===== src/rtl/button_pkg.sv =====
// Shared types and helpers for the push-button front end.
package button_pkg;

  typedef enum logic [1:0] {
    IDLE         = 2'b00,
    PRESS_WAIT   = 2'b01,
    HELD         = 2'b10,
    RELEASE_WAIT = 2'b11
  } btn_state_e;

  // Stopwatch channel assignment.
  localparam int unsigned BTN_RUN   = 0;
  localparam int unsigned BTN_PAUSE = 1;
  localparam int unsigned BTN_CLEAR = 2;

  // Number of bits needed to hold the value itself, so a counter can reach its target.
  function automatic int unsigned clog2_width(input int unsigned value);
    int unsigned w;
    w = 1;
    while ((value >> w) != 0) begin
      w++;
    end
    return w;
  endfunction

endpackage


===== src/rtl/debounce_channel.sv =====
// One button channel: 2-flop synchronizer, debounce FSM, press/release pulses.
// Long-press pulse is built only with BUTTON_CONDITIONER_LONG_PRESS_EN defined.
module debounce_channel
  import button_pkg::*;
#(
  parameter int unsigned DEBOUNCE_CYCLES = 4
`ifdef BUTTON_CONDITIONER_LONG_PRESS_EN
  ,
  parameter int unsigned LONG_CYCLES = 10
`endif
) (
  input  logic clk,
  input  logic rst_n,
  input  logic btn_in,
  output logic level_out,
  output logic press_out,
  output logic release_out,
  output logic long_out
);

  localparam int unsigned   CW         = clog2_width(DEBOUNCE_CYCLES);
  localparam logic [CW-1:0] CNT_TARGET = CW'(DEBOUNCE_CYCLES);
  localparam logic [CW-1:0] CNT_ONE    = CW'(1);

  logic          sync1_q, sync1_d;
  logic          sync2_q, sync2_d;
  btn_state_e    state_q, state_d;
  logic [CW-1:0] cnt_q, cnt_d;
  logic          level_q, level_d;
  logic          press_q, press_d;
  logic          release_q, release_d;

  always_comb begin
    sync1_d   = btn_in;
    sync2_d   = sync1_q;
    state_d   = state_q;
    cnt_d     = cnt_q;
    press_d   = 1'b0;
    release_d = 1'b0;
    case (state_q)
      IDLE: begin
        if (sync2_q) begin
          state_d = PRESS_WAIT;
          cnt_d   = CNT_ONE;
        end
      end
      PRESS_WAIT: begin
        if (!sync2_q) begin
          state_d = IDLE;
        end else if (cnt_q == CNT_TARGET) begin
          state_d = HELD;
          press_d = 1'b1;
        end else begin
          cnt_d = cnt_q + CNT_ONE;
        end
      end
      HELD: begin
        if (!sync2_q) begin
          state_d = RELEASE_WAIT;
          cnt_d   = CNT_ONE;
        end
      end
      RELEASE_WAIT: begin
        if (sync2_q) begin
          state_d = HELD;
        end else if (cnt_q == CNT_TARGET) begin
          state_d   = IDLE;
          release_d = 1'b1;
        end else begin
          cnt_d = cnt_q + CNT_ONE;
        end
      end
      default: state_d = IDLE;
    endcase
    // Level is registered off the next state so it moves with the pulse.
    level_d = (state_d == HELD) || (state_d == RELEASE_WAIT);
  end

  always_ff @(posedge clk or negedge rst_n) begin
    if (!rst_n) begin
      sync1_q   <= 1'b0;
      sync2_q   <= 1'b0;
      state_q   <= IDLE;
      cnt_q     <= '0;
      level_q   <= 1'b0;
      press_q   <= 1'b0;
      release_q <= 1'b0;
    end else begin
      sync1_q   <= sync1_d;
      sync2_q   <= sync2_d;
      state_q   <= state_d;
      cnt_q     <= cnt_d;
      level_q   <= level_d;
      press_q   <= press_d;
      release_q <= release_d;
    end
  end

  assign level_out   = level_q;
  assign press_out   = press_q;
  assign release_out = release_q;

`ifdef BUTTON_CONDITIONER_LONG_PRESS_EN
  localparam int unsigned   HW          = clog2_width(LONG_CYCLES);
  localparam logic [HW-1:0] HOLD_TARGET = HW'(LONG_CYCLES);

  logic [HW-1:0] hold_q, hold_d, hold_inc;
  logic          long_q, long_d;

  // Saturating at the target makes the pulse fire at most once per press.
  always_comb begin
    hold_inc = hold_q + HW'(1);
    hold_d   = hold_q;
    long_d   = 1'b0;
    if ((state_d == IDLE) || ((state_q == PRESS_WAIT) && (state_d == HELD))) begin
      hold_d = '0;
    end else if ((state_q == HELD) && (state_d == HELD) && (hold_q != HOLD_TARGET)) begin
      hold_d = hold_inc;
      long_d = (hold_inc == HOLD_TARGET);
    end
  end

  always_ff @(posedge clk or negedge rst_n) begin
    if (!rst_n) begin
      hold_q <= '0;
      long_q <= 1'b0;
    end else begin
      hold_q <= hold_d;
      long_q <= long_d;
    end
  end

  assign long_out = long_q;
`else
  assign long_out = 1'b0;
`endif

endmodule


===== src/rtl/button_conditioner.sv =====
// Stopwatch push-button front end: polarity normalization plus one debounce channel per button.
// Optional long-press pulse via BUTTON_CONDITIONER_LONG_PRESS_EN.
module button_conditioner
  import button_pkg::*;
#(
  parameter int unsigned NUM_BTNS        = 3,
  parameter int unsigned DEBOUNCE_CYCLES = 1000000,
  parameter int unsigned BTN_ACTIVE_HIGH = 1,
  parameter int unsigned LONG_CYCLES     = 50000000
) (
  input  logic                clkIn,
  input  logic                rstIn,
  input  logic [NUM_BTNS-1:0] btnRawIn,
  output logic [NUM_BTNS-1:0] btnLevelOut,
  output logic [NUM_BTNS-1:0] btnPressOut,
  output logic [NUM_BTNS-1:0] btnReleaseOut,
  output logic [NUM_BTNS-1:0] btnLongOut
);

  if ((DEBOUNCE_CYCLES < 2) || (DEBOUNCE_CYCLES > 32'h00FF_FFFF)) begin : g_bad_debounce
    $error("button_conditioner: DEBOUNCE_CYCLES out of range");
  end
  if (LONG_CYCLES <= DEBOUNCE_CYCLES) begin : g_bad_long
    $error("button_conditioner: LONG_CYCLES must exceed DEBOUNCE_CYCLES");
  end

  logic [NUM_BTNS-1:0] btn_pressed;

  assign btn_pressed = (BTN_ACTIVE_HIGH != 0) ? btnRawIn : ~btnRawIn;

  for (genvar i = 0; i < NUM_BTNS; i++) begin : g_chan
    debounce_channel #(
      .DEBOUNCE_CYCLES(DEBOUNCE_CYCLES)
`ifdef BUTTON_CONDITIONER_LONG_PRESS_EN
      ,
      .LONG_CYCLES(LONG_CYCLES)
`endif
    ) u_chan (
      .clk        (clkIn),
      .rst_n      (rstIn),
      .btn_in     (btn_pressed[i]),
      .level_out  (btnLevelOut[i]),
      .press_out  (btnPressOut[i]),
      .release_out(btnReleaseOut[i]),
      .long_out   (btnLongOut[i])
    );
  end

endmodule


===== config.mk =====
export PLATFORM = sky130hd
export DESIGN_NAME = button_conditioner
export DESIGN_NICKNAME = d
export VERILOG_FILES = /design/src/rtl/button_pkg.sv /design/src/rtl/debounce_channel.sv /design/src/rtl/button_conditioner.sv
export SDC_FILE = /design/constraint.sdc
export NUM_CORES = 1
export LEC_CHECK = 0
export BUFFER_PORTS_ARGS = -buffer_cell sky130_fd_sc_hd__buf_2
export CAP_MARGIN = 25
export CORE_ASPECT_RATIO = 0.8
export CORE_UTILIZATION = 40
export CTS_BUF_LIST = sky130_fd_sc_hd__clkbuf_8
export CTS_CLUSTER_SIZE = 14
export DETAILED_ROUTE_END_ITERATION = 7
export GPL_TIMING_DRIVEN = 0
export RECOVER_POWER = 50
export SYNTH_ARGS = -nofsm -noshare
export SYNTH_HDL_FRONTEND = slang
export SYNTH_SLANG_ARGS = --single-unit

===== constraint.sdc =====
create_clock -name clkIn -period 2.4 [get_ports clkIn]
set_input_delay 0.48 -clock clkIn [delete_from_list [all_inputs] [get_ports clkIn]]
set_output_delay 0.48 -clock clkIn [all_outputs]
set_load 0.01 [all_outputs]

==> results of run 1 <==
-- power groups by stage --
| stage | Sequential, uW | Combinational (uW) | Clock, uW |
|---|---|---|---|
| after global placement | 1560 | 258 | 0 |
| after CTS | 1530 | 273 | 967 |
| after global routing | 1560 | 313 | 1010 |
| final | 1540 | 266 | 926 |
| after detailed placement | 1560 | 271 | 0 |
| after floorplan | 1530 | 189 | 0 |
-- state kept, by name, indices dropped and copies added, names as in the netlist --
name and flops:
g_chan.u_chan.sync2_q 3, g_chan.u_chan.press_out 3, g_chan.u_chan.cnt_q 60, g_chan.u_chan.level_out 3, g_chan.u_chan.state_q 6, g_chan.u_chan.sync1_q 3
g_chan.u_chan.release_out 3
-- placed cells by master, fill, tap and decap left out, types with 4 or more instances in the layout --
cell      synthesis  routed
a21oi_1          15      15
a22o_1            4       4
a31oi_1           7       7
and3_1           12      12
and4_1            5       5
buf_2             4      16
buf_4            12      12
clkbuf_1          9       9
clkbuf_8          2      12
dfrtp_1          81      81
ha_1              6       6
inv_1            18      19
mux2_2            9       9
mux2i_1           4       4
nand2_1          44      44
nand3_1          31      31
nand4_1          14      14
nor2_1           30      30
nor3_1           16      15
nor3b_1           6       6
nor4_1            7       7
o211ai_1          5       5
o21ai_0          32      32
o31ai_1           9       9
o41ai_1           5       5
or3_1             4       4
or4_1             5       5
xnor2_1           8       8
xor2_1            8       8
-- path summary, 6_finish.rpt --
path,start,endpoint,slack [ps],cells after the start
min in group asynchronous,rstIn,g_chan[1].u_chan.cnt_q[3],760,2
max in group asynchronous,rstIn,g_chan[2].u_chan.cnt_q[7],810,3
max reg2reg,g_chan[1].u_chan.cnt_q[0],g_chan[1].u_chan.cnt_q[0],130,7
min reg2reg,g_chan[2].u_chan.sync1_q,g_chan[2].u_chan.sync2_q,350,0
max,g_chan[1].u_chan.cnt_q[0],g_chan[1].u_chan.cnt_q[0],130,7
min,btnRawIn[2],g_chan[2].u_chan.sync1_q,220,1
-- cell families (layout without fill, tap and decap cells) --
family | Yosys count | count (layout)
buffers and inverters | 45 | 75
AO/OA/AOI/OAI | 90 | 90
AND/OR/NAND/NOR | 194 | 194
other | 1 | 3
flip-flops | 81 | 81
adder cells (fa/ha/maj) | 6 | 6
multiplexers | 13 | 13
XOR/XNOR | 16 | 16
-- timing repair --
action,in CTS,in global routing
endpoints found under the setup margin,0,4
setup buffers,0,0
hold buffers,1,0
hold endpoints to repair,14,0
resized for setup,0,2
-- cell type report --
type	count	area, um2	area share [%]
Multi-Input combinational cell	322	1980	42.1
Buffer	26	168	3.57
Clock inverter	6	45.0	0.959
Timing Repair Buffer	15	101	2.16
Sequential cell	81	2030	43.1
Inverter	18	67.6	1.44
Tap cell	140	175	3.73
Clock buffer	10	138	2.93
-- metal layers --
layer  vias to the layer above  part of all wire, %
met3                        10                  5.3
met4                         0                  1.1
li1                       1670                    -
met2                        70                   43
met1                      1603                   51
met5                         -                    0
-- metrics by stage --
| step | util [%] | area [um2] | setup WS, ps |
|---|---|---|---|
| 2_1_floorplan | - | 4230 | 420 |
| 4_1_cts | 45.8 | 4690 | 74.1 |
| 6_report | 45.9 | 4700 | 129 |
| 3_3_place_gp | 43.7 | 4470 | 132 |
| 3_5_place_dp | 44.0 | 4500 | 88.3 |
| 5_1_grt | 45.9 | 4700 | 10.6 |
==> results.sh, run 1 <==
export IMPL_synth_area_mux_share_pct=3.35
export IMPL_fmax_ghz=0.440
export IMPL_p_switching_uw=781
export IMPL_core_mm2=0.0102
export IMPL_dieArea_mm2=0.0110
export IMPL_synth_compound_area_share_pct=13.4
export IMPL_min_period_ps=2270
export IMPL_hold_class="primary input to flip-flop"
export IMPL_hold_violations=0
export IMPL_power_leakage_uw=0.00208
export IMPL_swShare_pct=28.6
export IMPL_ys_seq_area_share_pct=48.0
export IMPL_p_seq_share_pct=56.3
export IMPL_first_iter_violations=380
export IMPL_synth_simple_gate_area_share_pct=24.4
export IMPL_yosys_top_cells_count="dfrtp_1 (81), nand2_1 (44), o21ai_0 (32)"
export IMPL_grt_use_total_pct=18.0
export IMPL_place_congestion=0.824
export IMPL_crit_fanout=6
export IMPL_synth_most_common_cell="dfrtp_1"
export IMPL_async_reset_ff_share_pct=100
export IMPL_first_pass_iters=4
export IMPL_antenna_found_initial=0
export IMPL_crit_chain="inv_1 -> ha_1 -> or4b_1 -> nor3_1 -> nand4_1 -> nand2b_4 -> mux2_2"
export IMPL_yosys_area_top_type="dfrtp_1"
export IMPL_synth_avg_cell_area_um2=9.47
export IMPL_grt_start_max_net_pins=68
export IMPL_hpwl_um=6100
export IMPL_post_drt_wl_per_cell_um=14.5
export IMPL_dp_cells=602
export IMPL_ys_flop_type="dfrtp_1"
export IMPL_power_density_mw_per_mm2=581
export IMPL_h_tree_depth=3
export IMPL_skew_ps=9.96
export IMPL_antenna_left=0
export IMPL_vias=3353
export IMPL_overflow=0
export IMPL_drcViolationCount=0
export IMPL_synth_edf_count=0
export IMPL_cts_tree="yes"
export IMPL_grt_busiest_layer="met1"
export IMPL_diodes=0
export IMPL_path_clk_slew_ps=90
export IMPL_slew_violations=0
export IMPL_synth_warnings=0
export IMPL_synth_adder_area_share_pct=1.78
export IMPL_grt_setup_unrepaired="no"
export IMPL_use_met1_pct=26.4
export IMPL_cp_required_ps=2660
export IMPL_critPathSlowestCell="dfrtp_1"
export IMPL_hold_slack_ps=220
export IMPL_yosys_area_top_type_share_pct=48.0
export IMPL_syn_inst=446
export IMPL_fin_setup_tns_ps=0
export IMPL_clk_latency_ps=360
export IMPL_finalSetupViolCount=0
export IMPL_stdcell_count=618
export IMPL_p_int_uw=1950
export IMPL_ys_seq_elements=81
export IMPL_synthXorXnorAreaFrac_pct=3.32
export IMPL_fin_nets=484
export IMPL_ios=17
export IMPL_met2_usage_pct=25.1
export IMPL_worstSetupPathType="flip-flop to flip-flop"
export IMPL_dieHeight_um=93.9
export IMPL_end_kind="flip-flop"
export IMPL_totalPowerFinal_uw=2730
export IMPL_die_w_um=117
export IMPL_rows=33
export IMPL_clockRootBuffer="clkbuf_8"
export IMPL_grt_pass1_wl_um=15200
export IMPL_startpoint_type="flip-flop"
export IMPL_synth_top_family_by_area="simple AND/OR/NAND/NOR gates"
export IMPL_via_per_inst=5.43
export IMPL_cts_sinks=81
export IMPL_ir_worst_vdd_mv=0.380
export IMPL_max_slew_margin_pct=38.9
export IMPL_routed_wl_um=8960
export IMPL_drive_above_1_share_pct=13.6
export IMPL_clock_tree_buffer_depth=2
export IMPL_crit_family="simple AND/OR/NAND/NOR gates"
export IMPL_initial_core_util_pct=41.2
export IMPL_cts_buffers_inserted=9
export IMPL_outcome="finished, final reports clean"
export IMPL_syn_to_final_growth_pct=11.3
export IMPL_cp_buffers_inverters=1
export IMPL_fillers=1005
export IMPL_grt_pass1_vias=3075
export IMPL_portBuffers=13
export IMPL_ys_top_cells_by_area="dfrtp_1 (48%), nand2_1 (3.9%), o21ai_0 (3.8%), nand3_1 (3.7%), nor2_1 (2.7%)"
export IMPL_combPwrFrac_pct=9.7
export IMPL_critPathMaxStageDelay_ps=440
export IMPL_synth_area_mm2=0.00422
export IMPL_crit_arrival_ps=2530
export IMPL_min_period_over_period_pct=94.6
export IMPL_use_met3_pct=5.42
export IMPL_maxCapViolCount=0
export IMPL_power_frac_clock_pct=33.9
export IMPL_synth_cell_type_count=50
export IMPL_worstMarginPinSlew_ps=909
Power figures use the tool's default switching activity.
==> run 2, diff against run 1 <==
--- a/config.mk
+++ b/config.mk
@@ -7,12 +7,15 @@
 export LEC_CHECK = 0
 export BUFFER_PORTS_ARGS = -buffer_cell sky130_fd_sc_hd__buf_2
 export CAP_MARGIN = 25
+export CELL_PAD_IN_SITES_DETAIL_PLACEMENT = 1
+export CELL_PAD_IN_SITES_GLOBAL_PLACEMENT = 2
 export CORE_ASPECT_RATIO = 0.8
 export CORE_UTILIZATION = 40
 export CTS_BUF_LIST = sky130_fd_sc_hd__clkbuf_8
 export CTS_CLUSTER_SIZE = 14
 export DETAILED_ROUTE_END_ITERATION = 7
 export GPL_TIMING_DRIVEN = 0
+export PLACE_DENSITY_LB_ADDON = 0.1
 export RECOVER_POWER = 50
 export SYNTH_ARGS = -nofsm -noshare
 export SYNTH_HDL_FRONTEND = slang
==> run 2 against run 1 <==
The flow now finishes with violations (max-capacitance violations, max-slew violations). Critical path depth stayed put. Final cell count is 0.16% higher. Combinational power is 3% higher. Register-to-register slack better by 70 ps. Clock-buffer cell count stayed put. Power is 0.67% lower. First-iteration DRC count is 70% lower. Worst setup slack better by 66 ps. Global-route usage is 2.3 points higher.
==> results.sh, run 2 (same netlist as run 1, synthesis figures left out) <==
export IMPL_grt_pass1_wl_um=17100
export IMPL_end_kind="flip-flop"
export IMPL_clock_tree_buffer_depth=2
export IMPL_clk_latency_ps=350
export IMPL_hold_start="btnRawIn[2]"
export IMPL_finalSetupViolCount=0
export IMPL_fmax_ghz=0.453
export IMPL_crit_end="g_chan[2].u_chan.cnt_q[8]"
export IMPL_worstMarginPinSlew_ps=1610
export IMPL_startpoint_type="flip-flop"
export IMPL_critPathMaxStageDelay_ps=380
export IMPL_crit_arrival_ps=2450
export IMPL_outcome="finished with violations"
export IMPL_syn_to_final_growth_pct=11.0
export IMPL_via_per_inst=5.55
export IMPL_reg2reg_depth=7
export IMPL_vias=3438
export IMPL_initial_core_util_pct=41.2
export IMPL_p_int_uw=1940
export IMPL_power_density_mw_per_mm2=578
export IMPL_failed_checks="max-capacitance violations, max-slew violations"
export IMPL_ir_worst_vdd_mv=0.249
export IMPL_clockRootBuffer="clkbuf_8"
export IMPL_crit_chain="clkbuf_1 -> nor4bb_1 -> nand4_1 -> o21ai_2 -> buf_2 -> o21ai_0 -> o41ai_1"
export IMPL_final_cell_mix="dfrtp_1 (81), nand2_1 (44), o21ai_0 (32)"
export IMPL_h_tree_depth=3
export IMPL_skew_ps=8.21
export IMPL_grt_pass1_vias=3437
export IMPL_hold_class="primary input to flip-flop"
export IMPL_die_w_um=117
export IMPL_critPathSlowestCell="clkbuf_1"
export IMPL_largest_register="g_chan.u_chan.cnt_q"
export IMPL_cp_required_ps=2650
export IMPL_power_frac_clock_pct=33.2
export IMPL_first_pass_iters=4
export IMPL_p_seq_share_pct=56.6
export IMPL_diodes=0
export IMPL_combPwrFrac_pct=10.2
export IMPL_fin_setup_tns_ps=0
export IMPL_ios=17
export IMPL_core_mm2=0.0102
export IMPL_min_period_ps=2210
export IMPL_largest_register_ffs=60
export IMPL_cts_buffers_inserted=9
export IMPL_dieArea_mm2=0.0110
export IMPL_portBuffers=13
export IMPL_drive_above_1_share_pct=13.6
export IMPL_crit_fanout=10
export IMPL_slew_violations=28
export IMPL_swShare_pct=28.5
export IMPL_rows=33
export IMPL_r2r_start="g_chan[2].u_chan.state_q[0]"
export IMPL_drcViolationCount=0
export IMPL_grt_start_max_net_pins=55
export IMPL_post_drt_wl_per_cell_um=16.1
export IMPL_hold_violations=0
export IMPL_holdBufCountCts=0
export IMPL_cts_sinks=81
export IMPL_place_congestion=0.752
export IMPL_cts_tree="yes"
export IMPL_dieHeight_um=93.9
export IMPL_worstSetupPathType="flip-flop to flip-flop"
export IMPL_routed_wl_um=9970
export IMPL_overflow=0
export IMPL_cp_startpoint="g_chan[2].u_chan.state_q[0]"
export IMPL_grt_setup_unrepaired="no"
export IMPL_layout_commonest_cell="dfrtp_1"
export IMPL_antenna_found_initial=0
export IMPL_min_period_over_period_pct=91.9
export IMPL_hold_slack_ps=225
export IMPL_p_switching_uw=773
export IMPL_max_slew_margin_pct=-7.49
export IMPL_maxCapViolCount=1
export IMPL_reg_largest_list="g_chan.u_chan.cnt_q x60, g_chan.u_chan.state_q x6"
export IMPL_timing_rr_end="g_chan[2].u_chan.cnt_q[8]"
export IMPL_fin_nets=486
export IMPL_hpwl_um=7080
export IMPL_path_clk_slew_ps=80
export IMPL_first_iter_violations=115
export IMPL_power_leakage_uw=0.00207
export IMPL_r2r_setup_slack_ps=190
export IMPL_antenna_left=0
export IMPL_grt_use_total_pct=20.3
==> run 2: final cells by class <==
cell class,instances,area [um2]
Tap cell,140,175
Sequential cell,81,2030
Clock buffer,10,138
Timing Repair Buffer,16,106
Buffer,27,171
Inverter,18,67.6
Clock inverter,5,33.8
Fill cell,1205,5550
Multi-Input combinational cell,322,1970
==> run 2: critical path: cells and delay by family (launching register included) <==
kind / cells / cell delay (ps)
AO/OA/AOI/OAI: 3 / 530
AND/OR/NAND/NOR: 2 / 550
flip-flops: 1 / 340
buffers and inverters: 2 / 670
==> run 2: power by group through the flow <==
stage	sequential [uW]	clock (uW)	combinational [uW]
after floorplan	1530	0	189
after global placement	1560	0	265
after detailed placement	1560	0	279
after CTS	1530	945	281
after global routing	1550	994	317
final	1530	900	275
==> run 2: worst min-delay path by stage <==
stage / end / slack, ps / cells after the start
2_1_floorplan: g_chan[0].u_chan.cnt_q[0] / 180 / 0
6_report: g_chan[2].u_chan.sync1_q / 220 / 1
4_1_cts: g_chan[0].u_chan.cnt_q[14] / 40 / 1
3_3_place_gp: g_chan[1].u_chan.sync2_q / 330 / 0
5_1_grt: g_chan[0].u_chan.sync1_q / 210 / 1
3_5_place_dp: g_chan[1].u_chan.sync2_q / 340 / 0
==> run 2: layer usage <==
metal	wire (um)	GRT usage [%]	vias to the layer above
li1	-	-	1672
met1	5200	28.2	1721
met2	4440	31.9	33
met3	239	4.06	12
met4	101	5.59	0
met5	0	0	-
==> run 2: stage by stage <==
stage / setup slack [ps] / util, % / instance area, um2 / total power (uW) / instances
after detailed placement: 75.9 / 44.0 / 4500 / 1840 / 602
after CTS: 53.2 / 45.6 / 4670 / 2760 / 617
after global routing: 35.3 / 45.8 / 4690 / 2860 / 619
after floorplan: 420 / - / 4230 / 1720 / 448
final: 195 / 45.8 / 4690 / 2710 / 619
after global placement: 113 / 43.7 / 4470 / 1820 / 601
==> run 2: timing repair <==
action / 4_1_cts / 5_1_grt
endpoints found under the setup margin: 0 / 4
buffers inserted: 0 / 2
gates resized for setup: 0 / 1
==> run 3, diff against run 2 <==
--- a/config.mk
+++ b/config.mk
@@ -5,18 +5,20 @@
 export SDC_FILE = /design/constraint.sdc
 export NUM_CORES = 1
 export LEC_CHECK = 0
+export ABC_AREA = 0
 export BUFFER_PORTS_ARGS = -buffer_cell sky130_fd_sc_hd__buf_2
 export CAP_MARGIN = 25
 export CELL_PAD_IN_SITES_DETAIL_PLACEMENT = 1
 export CELL_PAD_IN_SITES_GLOBAL_PLACEMENT = 2
 export CORE_ASPECT_RATIO = 0.8
-export CORE_UTILIZATION = 40
+export CORE_UTILIZATION = 25
 export CTS_BUF_LIST = sky130_fd_sc_hd__clkbuf_8
 export CTS_CLUSTER_SIZE = 14
 export DETAILED_ROUTE_END_ITERATION = 7
 export GPL_TIMING_DRIVEN = 0
 export PLACE_DENSITY_LB_ADDON = 0.1
 export RECOVER_POWER = 50
+export SLEW_MARGIN = 5
 export SYNTH_ARGS = -nofsm -noshare
 export SYNTH_HDL_FRONTEND = slang
 export SYNTH_SLANG_ARGS = --single-unit
==> run 3 against run 2 <==
Largest cell class unchanged. Worst hold slack worse by 23 ps. Global-route usage down 6.0 points. Cell area rose by 2.7%. Largest power group unchanged. First-iteration DRC count is 40% higher. The flow now finishes without violations. Clock power up 16%. Power increased by 5.2%. Via count down 1.3%. Highest routed layer unchanged. Worst setup slack got worse by 11 ps. Clock skew rose by 1.9 ps. Flip-flop and latch count unchanged. Register-to-register slack barely moved. Sequential power about the same.
==> results.sh, run 3 (same netlist as run 1, synthesis figures left out) <==
export IMPL_critPathSlowestCell="dfrtp_1"
export IMPL_layout_commonest_cell="dfrtp_1"
export IMPL_worstMarginPinSlew_ps=1100
export IMPL_largest_register_ffs=60
export IMPL_crit_arrival_ps=2480
export IMPL_clock_tree_buffer_depth=2
export IMPL_clockRootBuffer="clkbuf_8"
export IMPL_grt_pass1_wl_um=19300
export IMPL_hold_slack_ps=202
export IMPL_drcViolationCount=0
export IMPL_core_mm2=0.0166
export IMPL_antenna_found_initial=0
export IMPL_antenna_left=0
export IMPL_fin_util_pct=29.1
export IMPL_drive_above_1_share_pct=14.0
export IMPL_ir_worst_vdd_mv=0.271
export IMPL_maxCapViolCount=0
export IMPL_initial_core_util_pct=25.5
export IMPL_highest_layer="met4"
export IMPL_clk_latency_ps=380
export IMPL_portBuffers=13
export IMPL_fin_nets=484
export IMPL_path_clk_slew_ps=90
export IMPL_power_leakage_uw=0.00211
export IMPL_hpwl_um=7900
export IMPL_dr_wl_met3_um=379
export IMPL_diodes=0
export IMPL_crit_fanout=6
export IMPL_dieHeight_um=118
export IMPL_cts_buffers_inserted=9
export IMPL_final_cell_mix="dfrtp_1 (81), nand2_1 (44), o21ai_0 (32)"
export IMPL_dp_cells=682
export IMPL_h_tree_depth=3
export IMPL_p_int_uw=2060
export IMPL_wl_met1_um=6010
export IMPL_die_w_um=147
export IMPL_post_drt_wl_per_cell_um=16.2
export IMPL_power_frac_clock_pct=36.3
export IMPL_cp_required_ps=2670
export IMPL_pre_cts_slack_ps=-47.2
export IMPL_rows=42
export IMPL_grt_use_total_pct=14.2
export IMPL_power_density_mw_per_mm2=592
export IMPL_via_per_inst=4.87
export IMPL_p_seq_share_pct=54.0
export IMPL_place_congestion=0.702
export IMPL_syn_to_final_growth_pct=14.0
export IMPL_hold_class="primary input to flip-flop"
export IMPL_cts_tree="yes"
export IMPL_grt_pass1_vias=3515
export IMPL_fmax_ghz=0.451
export IMPL_skew_ps=10.1
export IMPL_holdBufCountCts=0
export IMPL_startpoint_type="flip-flop"
export IMPL_combPwrFrac_pct=9.6
export IMPL_largest_register="g_chan.u_chan.cnt_q"
export IMPL_critPathMaxStageDelay_ps=440
export IMPL_min_period_over_period_pct=92.3
export IMPL_p_switching_uw=789
export IMPL_overflow=0
export IMPL_stdcell_count=697
export IMPL_routed_wl_um=11300
export IMPL_vias=3394
export IMPL_slew_violations=0
export IMPL_grt_start_max_net_pins=42
export IMPL_end_kind="flip-flop"
export IMPL_hold_violations=0
export IMPL_first_iter_violations=161
export IMPL_dieArea_mm2=0.0174
export IMPL_first_pass_iters=4
export IMPL_swShare_pct=27.7
export IMPL_outcome="finished, final reports clean"
export IMPL_grt_setup_unrepaired="no"
export IMPL_min_period_ps=2220
export IMPL_ios=17
export IMPL_cts_sinks=81
export IMPL_max_slew_margin_pct=26.9
export IMPL_crit_chain="inv_1 -> ha_1 -> or4b_1 -> nor3_1 -> nand4_1 -> nand2b_4 -> mux2_2"
export IMPL_layout_setup_ws_ps=184
export IMPL_worstSetupPathType="flip-flop to flip-flop"
export IMPL_finalSetupViolCount=0
export IMPL_wl_met2_um=4750
export IMPL_reg_largest_list="g_chan.u_chan.cnt_q x60, g_chan.u_chan.state_q x6"
## run 3: worst paths after layout
kind,start,to,slack [ps],cells after the start
worst min-delay path,btnRawIn[2],g_chan[2].u_chan.sync1_q,200,1
worst max register to register,g_chan[1].u_chan.cnt_q[0],g_chan[1].u_chan.cnt_q[0],180,7
worst max-delay path,g_chan[1].u_chan.cnt_q[0],g_chan[1].u_chan.cnt_q[0],180,7
worst min register to register,g_chan[1].u_chan.sync1_q,g_chan[1].u_chan.sync2_q,360,0
min in group asynchronous,rstIn,g_chan[1].u_chan.sync1_q,300,1
max in group asynchronous,rstIn,g_chan[2].u_chan.cnt_q[17],450,2
## run 3: cell type report
| type | instances | area (um2) |
|---|---|---|
| plain buffers | 26 | 168 |
| fillers | 1926 | 11700 |
| multi-input cells | 322 | 2000 |
| clock buffers | 11 | 151 |
| clock inverters | 4 | 45.0 |
| repair buffers | 15 | 77.6 |
| flip-flops and latches | 81 | 2030 |
| well taps | 220 | 275 |
| inverters | 18 | 67.6 |
## run 3: repair_timing
item	4_1_cts	5_1_grt
setup endpoints to repair	1	18
gates resized for setup	0	6
buffers inserted	1	0
pin swaps	1	0
## run 3: routing by layer
layer,vias to the layer above,track usage (%)
met3,11,3.55
met2,38,20.2
met1,1675,20.8
met5,-,0
li1,1670,-
met4,0,4.90
## run 3: power by group through the flow
stage	logic (uW)	registers (uW)	clock network [uW]
2_1_floorplan	189	1530	0
3_3_place_gp	276	1560	0
5_1_grt	320	1560	1140
4_1_cts	290	1540	1110
6_report	274	1540	1040
3_5_place_dp	289	1570	0
## run 3: worst max-delay path, delay by kind of cell, from the launching register on
kind | cells | cell delay (ps)
multiplexers | 1 | 340
adder cells (fa/ha/maj) | 1 | 130
flip-flops | 1 | 440
buffers and inverters | 1 | 80
AND/OR/NAND/NOR | 4 | 1110
## run 3: metrics by stage
stage / setup TNS [ps] / power, uW / area, um2
floorplan: 0 / 1720 / 4230
global placement: -2290 / 1840 / 4570
detailed placement: -47.2 / 1850 / 4600
CTS: 0 / 2930 / 4800
global route: 0 / 3020 / 4820
finish: 0 / 2850 / 4820
